--- src/rtl/pipe_pkg.sv ---
// Shared types for pipeline stage registers: FSM state encoding and the
// packed payload layouts carried across each stage boundary.
package pipe_pkg;

  typedef enum logic [1:0] {
    EMPTY = 2'd0,
    ONE   = 2'd1,
    TWO   = 2'd2
  } state_e;

  // Single-entry stages call their occupied state FULL; it is the same encoding as ONE.
  localparam state_e FULL = ONE;

  typedef struct packed {
    logic [31:0] pc;
    logic [31:0] instr;
  } ifid_t;

  typedef struct packed {
    logic [31:0] rd1;
    logic [31:0] rd2;
    logic [31:0] pc;
    logic [31:0] imm;
    logic [31:0] pc4;
    logic [4:0]  rs1;
    logic [4:0]  rs2;
    logic [4:0]  rd;
  } idex_t;

  localparam int IFID_W = $bits(ifid_t);
  localparam int IDEX_W = $bits(idex_t);

endpackage

--- src/rtl/pipe_stage_hs_if.sv ---
// Valid/ready handshake bundle for one pipeline stage: upstream side (in_*)
// and downstream side (out_*). The stage itself connects through the slave modport.
interface pipe_stage_hs_if #(
  parameter int unsigned DATA_W = 32
);
  logic              in_valid;
  logic              in_ready;
  logic [DATA_W-1:0] in_data;
  logic              out_valid;
  logic              out_ready;
  logic [DATA_W-1:0] out_data;

  modport master (
    output in_valid, in_data, out_ready,
    input  in_ready, out_valid, out_data
  );

  modport slave (
    input  in_valid, in_data, out_ready,
    output in_ready, out_valid, out_data
  );
endinterface

--- src/rtl/pipe_skid_slot.sv ---
// One storage entry (valid + payload) with load and clear controls.
// Clear only drops the valid bit; the payload register keeps its contents.
module pipe_skid_slot #(
  parameter int unsigned DATA_W = 32
) (
  input  logic              clk,
  input  logic              reset,
  input  logic              load,
  input  logic              clear,
  input  logic [DATA_W-1:0] d,
  output logic              valid,
  output logic [DATA_W-1:0] q
);

  always_ff @(posedge clk or posedge reset) begin
    // NOTE: the payload register is reset as well, because out_data must read 0
    // out of reset even when the stage is built to hold stale payloads.
    if (reset) begin
      valid <= 1'b0;
      q     <= '0;
    end else if (clear) begin
      valid <= 1'b0;
    end else if (load) begin
      // NOTE: flop state is always written with <= so every flop samples pre-edge values.
      valid <= 1'b1;
      q     <= d;
    end
  end

endmodule

--- src/rtl/pipe_stage_hs.sv ---
// Pipeline stage register with valid/ready handshake, synchronous flush,
// optional skid entry and a saturating counter of downstream-starved cycles.
module pipe_stage_hs #(
  parameter int unsigned DATA_W      = 32,
  parameter bit          SKID        = 1'b0,
  parameter bit          ZERO_BUBBLE = 1'b1,
  parameter int unsigned CNT_W       = 16
) (
  input  logic             clk,
  input  logic             reset,
  pipe_stage_hs_if.slave   bus,
  input  logic             flush,
  input  logic             clr_cnt,
  output logic [CNT_W-1:0] bubble_cnt
);
  import pipe_pkg::*;

  state_e            state_q, state_d;
  logic              main_load, main_clear, main_from_skid;
  logic              skid_load, skid_clear;
  logic              main_valid, skid_valid;
  logic [DATA_W-1:0] main_data, skid_data, main_d;
  logic              in_xfer, out_xfer;

  // Input offered during a flush is dropped even though in_ready is high.
  assign in_xfer  = bus.in_valid & bus.in_ready & ~flush;
  assign out_xfer = main_valid & bus.out_ready;
  assign main_d   = main_from_skid ? skid_data : bus.in_data;

  always_ff @(posedge clk or posedge reset) begin
    if (reset) state_q <= EMPTY;
    else       state_q <= state_d;
  end

  always_comb begin
    // NOTE: every output gets a default first so no path through the case infers a latch.
    state_d        = state_q;
    main_load      = 1'b0;
    main_clear     = 1'b0;
    main_from_skid = 1'b0;
    skid_load      = 1'b0;
    skid_clear     = 1'b0;
    if (flush) begin
      state_d    = EMPTY;
      main_clear = 1'b1;
      skid_clear = 1'b1;
    end else begin
      case (state_q)
        EMPTY: if (in_xfer) begin
          main_load = 1'b1;
          state_d   = ONE;
        end
        ONE: begin
          if (in_xfer && out_xfer) begin
            main_load = 1'b1;
          end else if (in_xfer) begin
            // Only reachable with SKID=1; the single-entry in_ready blocks it otherwise.
            skid_load = 1'b1;
            state_d   = TWO;
          end else if (out_xfer) begin
            main_clear = 1'b1;
            state_d    = EMPTY;
          end
        end
        TWO: if (out_xfer) begin
          main_load      = 1'b1;
          main_from_skid = 1'b1;
          skid_clear     = 1'b1;
          state_d        = ONE;
        end
        default: state_d = EMPTY;
      endcase
    end
  end

  pipe_skid_slot #(.DATA_W(DATA_W)) u_main (
    .clk   (clk),
    .reset (reset),
    .load  (main_load),
    .clear (main_clear),
    .d     (main_d),
    .valid (main_valid),
    .q     (main_data)
  );

  generate
    if (SKID) begin : g_skid
      logic in_ready_q;

      pipe_skid_slot #(.DATA_W(DATA_W)) u_skid (
        .clk   (clk),
        .reset (reset),
        .load  (skid_load),
        .clear (skid_clear),
        .d     (bus.in_data),
        .valid (skid_valid),
        .q     (skid_data)
      );

      // Registered ready: high exactly when the skid entry will be free next cycle.
      always_ff @(posedge clk or posedge reset) begin
        if (reset) in_ready_q <= 1'b1;
        else       in_ready_q <= (state_d != TWO);
      end

      assign bus.in_ready = in_ready_q | flush;
    end else begin : g_single
      assign skid_valid   = 1'b0;
      assign skid_data    = '0;
      assign bus.in_ready = flush | ~main_valid | bus.out_ready;
    end
  endgenerate

  logic unused_ctl;
  assign unused_ctl = &{1'b0, skid_valid, skid_load, skid_clear};

  assign bus.out_valid = main_valid;
  assign bus.out_data  = (ZERO_BUBBLE && !main_valid) ? '0 : main_data;

  always_ff @(posedge clk or posedge reset) begin
    if (reset) begin
      bubble_cnt <= '0;
    end else if (clr_cnt) begin
      bubble_cnt <= '0;
    end else if (bus.out_ready && !main_valid && (bubble_cnt != {CNT_W{1'b1}})) begin
      bubble_cnt <= bubble_cnt + CNT_W'(1);
    end
  end

endmodule

--- src/flat_wrapper.sv ---
// flat-port wrapper written by rule: the top's interface ports become plain ports
module pipe_stage_hs_flat import pipe_pkg::*;
#(
  parameter int unsigned DATA_W      = 32,
  parameter bit          SKID        = 1'b0,
  parameter bit          ZERO_BUBBLE = 1'b1,
  parameter int unsigned CNT_W       = 16
)
  (clk, reset, flush, clr_cnt, bubble_cnt, bus_in_valid, bus_in_data, bus_out_ready, bus_in_ready, bus_out_valid, bus_out_data);
  pipe_stage_hs_if #(.DATA_W(DATA_W)) bus_i ();
  input  logic clk;
  input  logic reset;
  input  logic flush;
  input  logic clr_cnt;
  output logic [CNT_W-1:0] bubble_cnt;
  input wire logic [$bits(bus_i.in_valid)-1:0] bus_in_valid;
  input wire logic [$bits(bus_i.in_data)-1:0] bus_in_data;
  input wire logic [$bits(bus_i.out_ready)-1:0] bus_out_ready;
  output wire logic [$bits(bus_i.in_ready)-1:0] bus_in_ready;
  output wire logic [$bits(bus_i.out_valid)-1:0] bus_out_valid;
  output wire logic [$bits(bus_i.out_data)-1:0] bus_out_data;
  assign bus_i.in_valid = bus_in_valid;
  assign bus_i.in_data = bus_in_data;
  assign bus_i.out_ready = bus_out_ready;
  assign bus_in_ready = bus_i.in_ready;
  assign bus_out_valid = bus_i.out_valid;
  assign bus_out_data = bus_i.out_data;
  pipe_stage_hs #(.DATA_W(DATA_W), .SKID(SKID), .ZERO_BUBBLE(ZERO_BUBBLE), .CNT_W(CNT_W)) u_core (.clk(clk), .reset(reset), .bus(bus_i), .flush(flush), .clr_cnt(clr_cnt), .bubble_cnt(bubble_cnt));
endmodule
--- config.mk ---
export PLATFORM = sky130hd
export DESIGN_NAME = pipe_stage_hs_flat
export DESIGN_NICKNAME = d
export VERILOG_FILES = /design/src/rtl/pipe_pkg.sv /design/src/rtl/pipe_stage_hs_if.sv /design/src/rtl/pipe_skid_slot.sv /design/src/rtl/pipe_stage_hs.sv /design/src/flat_wrapper.sv
export SDC_FILE = /design/constraint.sdc
export NUM_CORES = 1
export LEC_CHECK = 0
export CELL_PAD_IN_SITES_DETAIL_PLACEMENT = 0
export CELL_PAD_IN_SITES_GLOBAL_PLACEMENT = 1
export CORE_ASPECT_RATIO = 1.2
export CORE_MARGIN = 5
export CORE_UTILIZATION = 34
export CTS_CLUSTER_SIZE = 28
export DETAILED_ROUTE_END_ITERATION = 8
export MAX_ROUTING_LAYER = met4
export PLACE_DENSITY = 0.78
export RECOVER_POWER = 100
export SKIP_CTS_REPAIR_TIMING = 1
export SLEW_MARGIN = 20
export SYNTH_ARGS = -nofsm -noshare
export SYNTH_HDL_FRONTEND = slang
export SYNTH_SLANG_ARGS = --single-unit
export TNS_END_PERCENT = 5
--- constraint.sdc ---
create_clock -name clk -period 2.5 [get_ports clk]
set_clock_uncertainty 0.15 [all_clocks]
set_input_delay 0.375 -clock clk [delete_from_list [all_inputs] [get_ports clk]]
set_output_delay 0.375 -clock clk [all_outputs]
set_load 0.03 [all_outputs]
==> results <==
-- routing by layer --
metal | GRT usage, % | part of all wire, %
met4 | 4.25 | 1.4
met1 | 18.4 | 44
met2 | 25.2 | 48
met3 | 5.29 | 7.4
met5 | - | 0
-- worst reg2reg max path, stage by stage, from the launching register on --
cell and delay (ns):
dfrtp_1 0.43, ha_1 0.23, nand3_1 0.15, or2_2 0.37, nor4_1 0.41, mux2_2 0.38
-- through the flow --
stage	instance area [sq um]	setup WS [ns]	power (mW)
4_1_cts	3870	0.0226	2.53
3_5_place_dp	3760	0.114	1.98
3_3_place_gp	3760	0.164	1.96
6_report	3810	0.112	2.45
5_1_grt	3810	0.00986	2.65
2_1_floorplan	2750	0.275	1.64
-- registers in the layout (all words and copies together) (netlist names) --
signal               flops
u_core.u_main.q         32
u_core.state_q           2
u_core.u_main.valid      1
u_core.bubble_cnt       16
-- worst min path at each step --
stage,endpoint,slack (ns),cells past startpoint
3_3_place_gp,u_core.u_main.q[12],0.35,2
3_5_place_dp,u_core.u_main.q[24],0.36,2
4_1_cts,u_core.bubble_cnt[5],0.33,2
5_1_grt,u_core.u_main.q[21],0.40,2
2_1_floorplan,u_core.state_q[1],0.29,1
6_report,u_core.u_main.q[24],0.37,2
-- final cells by class --
type                       count  area [sq um]  share of cell area, %
timing repair buffer          97           927                   24.3
inverter                      37           139                   3.64
sequential                    51          1280                   33.5
multi-input combinational    191          1250                   32.8
clock inverter                 1          7.51                  0.197
clock buffer                   7          96.3                   2.53
tap                           95           119                   3.12
-- power by group through the flow --
stage / clock, mW / combinational (mW) / sequential, mW
2_1_floorplan: 0 / 0.514 / 1.12
3_3_place_gp: 0 / 0.816 / 1.14
3_5_place_dp: 0 / 0.833 / 1.15
4_1_cts: 0.555 / 0.834 / 1.14
5_1_grt: 0.594 / 0.884 / 1.17
6_report: 0.527 / 0.791 / 1.14
-- Yosys cell counts (2+ instances only) --
master | number | area, sq um
dfrtp_1 | 51 | 1280
nand2_1 | 39 | 146
inv_1 | 37 | 139
mux2i_1 | 33 | 330
and2_1 | 32 | 200
a21oi_1 | 14 | 70.1
o31ai_1 | 10 | 75.1
clkbuf_1 | 9 | 33.8
or4_1 | 7 | 52.6
nand3_1 | 6 | 30.0
nor2_1 | 6 | 22.5
o21ai_0 | 5 | 25.0
nand4_1 | 4 | 25.0
nor2b_1 | 4 | 25.0
or3_1 | 4 | 25.0
buf_4 | 3 | 22.5
o211ai_1 | 3 | 22.5
or2_2 | 3 | 18.8
a211oi_1 | 2 | 15.0
and3_1 | 2 | 12.5
nand3b_1 | 2 | 15.0
nor3_1 | 2 | 10.0
-- cells by family (layout without fill, tap and decap cells) --
| group | after synthesis | in the layout |
|---|---|---|
| buf+inv | 51 | 142 |
| simple gates | 117 | 117 |
| fa+ha+maj | 1 | 1 |
| xor+xnor | 1 | 1 |
| mux | 34 | 34 |
| compound gates | 38 | 38 |
| flops | 51 | 51 |
==> results.py <==
metrics = {
    "pwr": {
        "share_seq_of_total_power_pct": 46.3,
        "leakage_nw": 1.77,
        "power.share.clock_pct": 21.5,
        "max_vdd_drop_mv": 0.367,
        "total_switching_power_mw": 0.816,
        "sw_frac_of_total_pct": 33.2,
        "power.density_mw_per_mm2": 643,
        "power.combinational.fraction_pct": 32.2,
        "cell_internal_pwr_mw": 1.64,
    },
    "synth": {
        "synth.mux.area_fraction_pct": 12.4,
        "synth_top_family_by_area": "simple AND/OR/NAND/NOR gates",
        "synthesis.nets": 332,
        "netlist_area_sq_mm": 0.00275,
        "ffs_latches_synth": 51,
        "synth-simple-area-share_pct": 23.7,
        "synth_ff_type": "dfrtp_1",
        "yosys_warnings": 0,
        "synth_adder_area_share_pct": 0.456,
        "synth_xor_area_share_pct": 0.319,
        "synth_area_in_compound_gates_pct": 9.12,
        "ys_seq_area_share_pct": 46.5,
        "synth_cells": 293,
        "netlist-cell-type-count": 37,
        "async_sr_flop_fraction_pct": 100,
        "post_synth_edffs": 0,
        "postSynthAreaPerCell_sq_um": 9.37,
    },
    "sta": {
        "setup-violations-final": 0,
        "final.min_clock_period_ns": 2.39,
        "setup_total_negative_slack_ns": 0,
        "grt_setup_unrepaired": "false",
        "final_max_slew_viol_count": 0,
        "worst-slew-pin-transition_ns": 1.06,
        "final.period_utilization_pct": 95.5,
        "maxClockFrequency_ghz": 0.419,
        "slew_headroom_pct": 29.0,
        "hold_ws_ns": 0.366,
        "report.final.hold_viol_count": 0,
    },
    "critical_path": {
        "critical_path_class": "register to primary output",
        "worst-path-buf-inv": 2,
        "r2r_setup_slack_ns": 0.28,
        "cp.arrival_ns": 1.86,
        "cp-endpoint": "bus_out_data[19]",
        "path_depth": 3,
        "cp_startpoint_kind": "register",
        "critPathMaxFanout": 30,
        "longest_individual_stage_delay_on_the_worst_path_ns": 0.68,
        "worst_setup_path_end_kind": "primary output",
        "worst_reg2reg_path_depth": 5,
        "critPathTopFamily": "buffers and inverters",
        "timing.rr.end": "u_core.bubble_cnt[10]",
        "critical_path.slowest_cell": "clkdlybuf4s50_1",
        "cp-startpoint": "u_core.u_main.valid",
        "worstPathCellList": "buf_6 -> and2_0 -> clkdlybuf4s50_1",
        "timing.rr.start": "u_core.bubble_cnt[0]",
        "worst-endpoint-required_ns": 1.98,
    },
    "clock_tree": {
        "clock_tree.htree_level_count": 2,
        "cts_max_path_buffers": 2,
        "cts_num_sinks": 51,
        "numCtsBuffers": 5,
        "clk_transition_reported_paths_ns": 0.09,
        "clock_latency_ns": 0.30,
        "cts_tree": "built",
        "clock-root-buffer": "clkbuf_8",
    },
    "routing": {
        "drc": 0,
        "initialDrtViolationCount": 73,
        "postRouteAntennaNets": 0,
        "wirelength_um": 7060,
        "drt-pass1-iter-count": 4,
        "vias_per_cell": 4.90,
        "dr_total_vias": 2349,
        "wl_per_cell_um": 14.7,
    },
    "worst_hold_path": {
        "min_from": "u_core.u_main.q[24]",
        "class_of_the_most_critical_hold_timing_path": "register to register",
    },
    "layout": {
        "count_of_inserted_antenna_diode_cells": 0,
        "fin_nets": 422,
        "post_route_cells_drive_above_1_share_pct": 5.73,
        "final_core_utilization_pct": 47.6,
        "layout.cells.most_common": "clkdlybuf4s50_1",
        "fillCellCount": 789,
        "instances_no_fill": 479,
        "syn_to_final_growth_pct": 39.0,
        "layout_common_cells": "clkdlybuf4s50_1 (54), dfrtp_1 (51), nand2_1 (39)",
    },
    "die": {
        "io-pin-count": 88,
        "floorplan.core_area_sq_mm": 0.00802,
        "width_of_the_chip_um": 92.0,
        "die_height_um": 108,
        "initial_core_util_pct": 34.2,
        "full_die_area_sq_mm": 0.00998,
        "rows": 36,
    },
    "global_routing": {
        "grtUsageTotal_pct": 15.5,
        "grt_first_pass_wirelength_um": 12100,
        "grt_max_degree": 33,
        "antenna_found_initial": 0,
        "global_route.overflow_total": 0,
        "vias_in_the_first_global_route": 2490,
    },
    "placed_design": {
        "port-buffer-count": 87,
        "gp_congestion": 0.838,
        "dp_hpwl_um": 5130,
        "placed_cells_incl_taps": 471,
    },
    "outcome": {
        "outcome": "finished clean",
    },
    "run": {
        "timing.max_cap.violations": 0,
    },
}
Power figures use the tool's default switching activity.
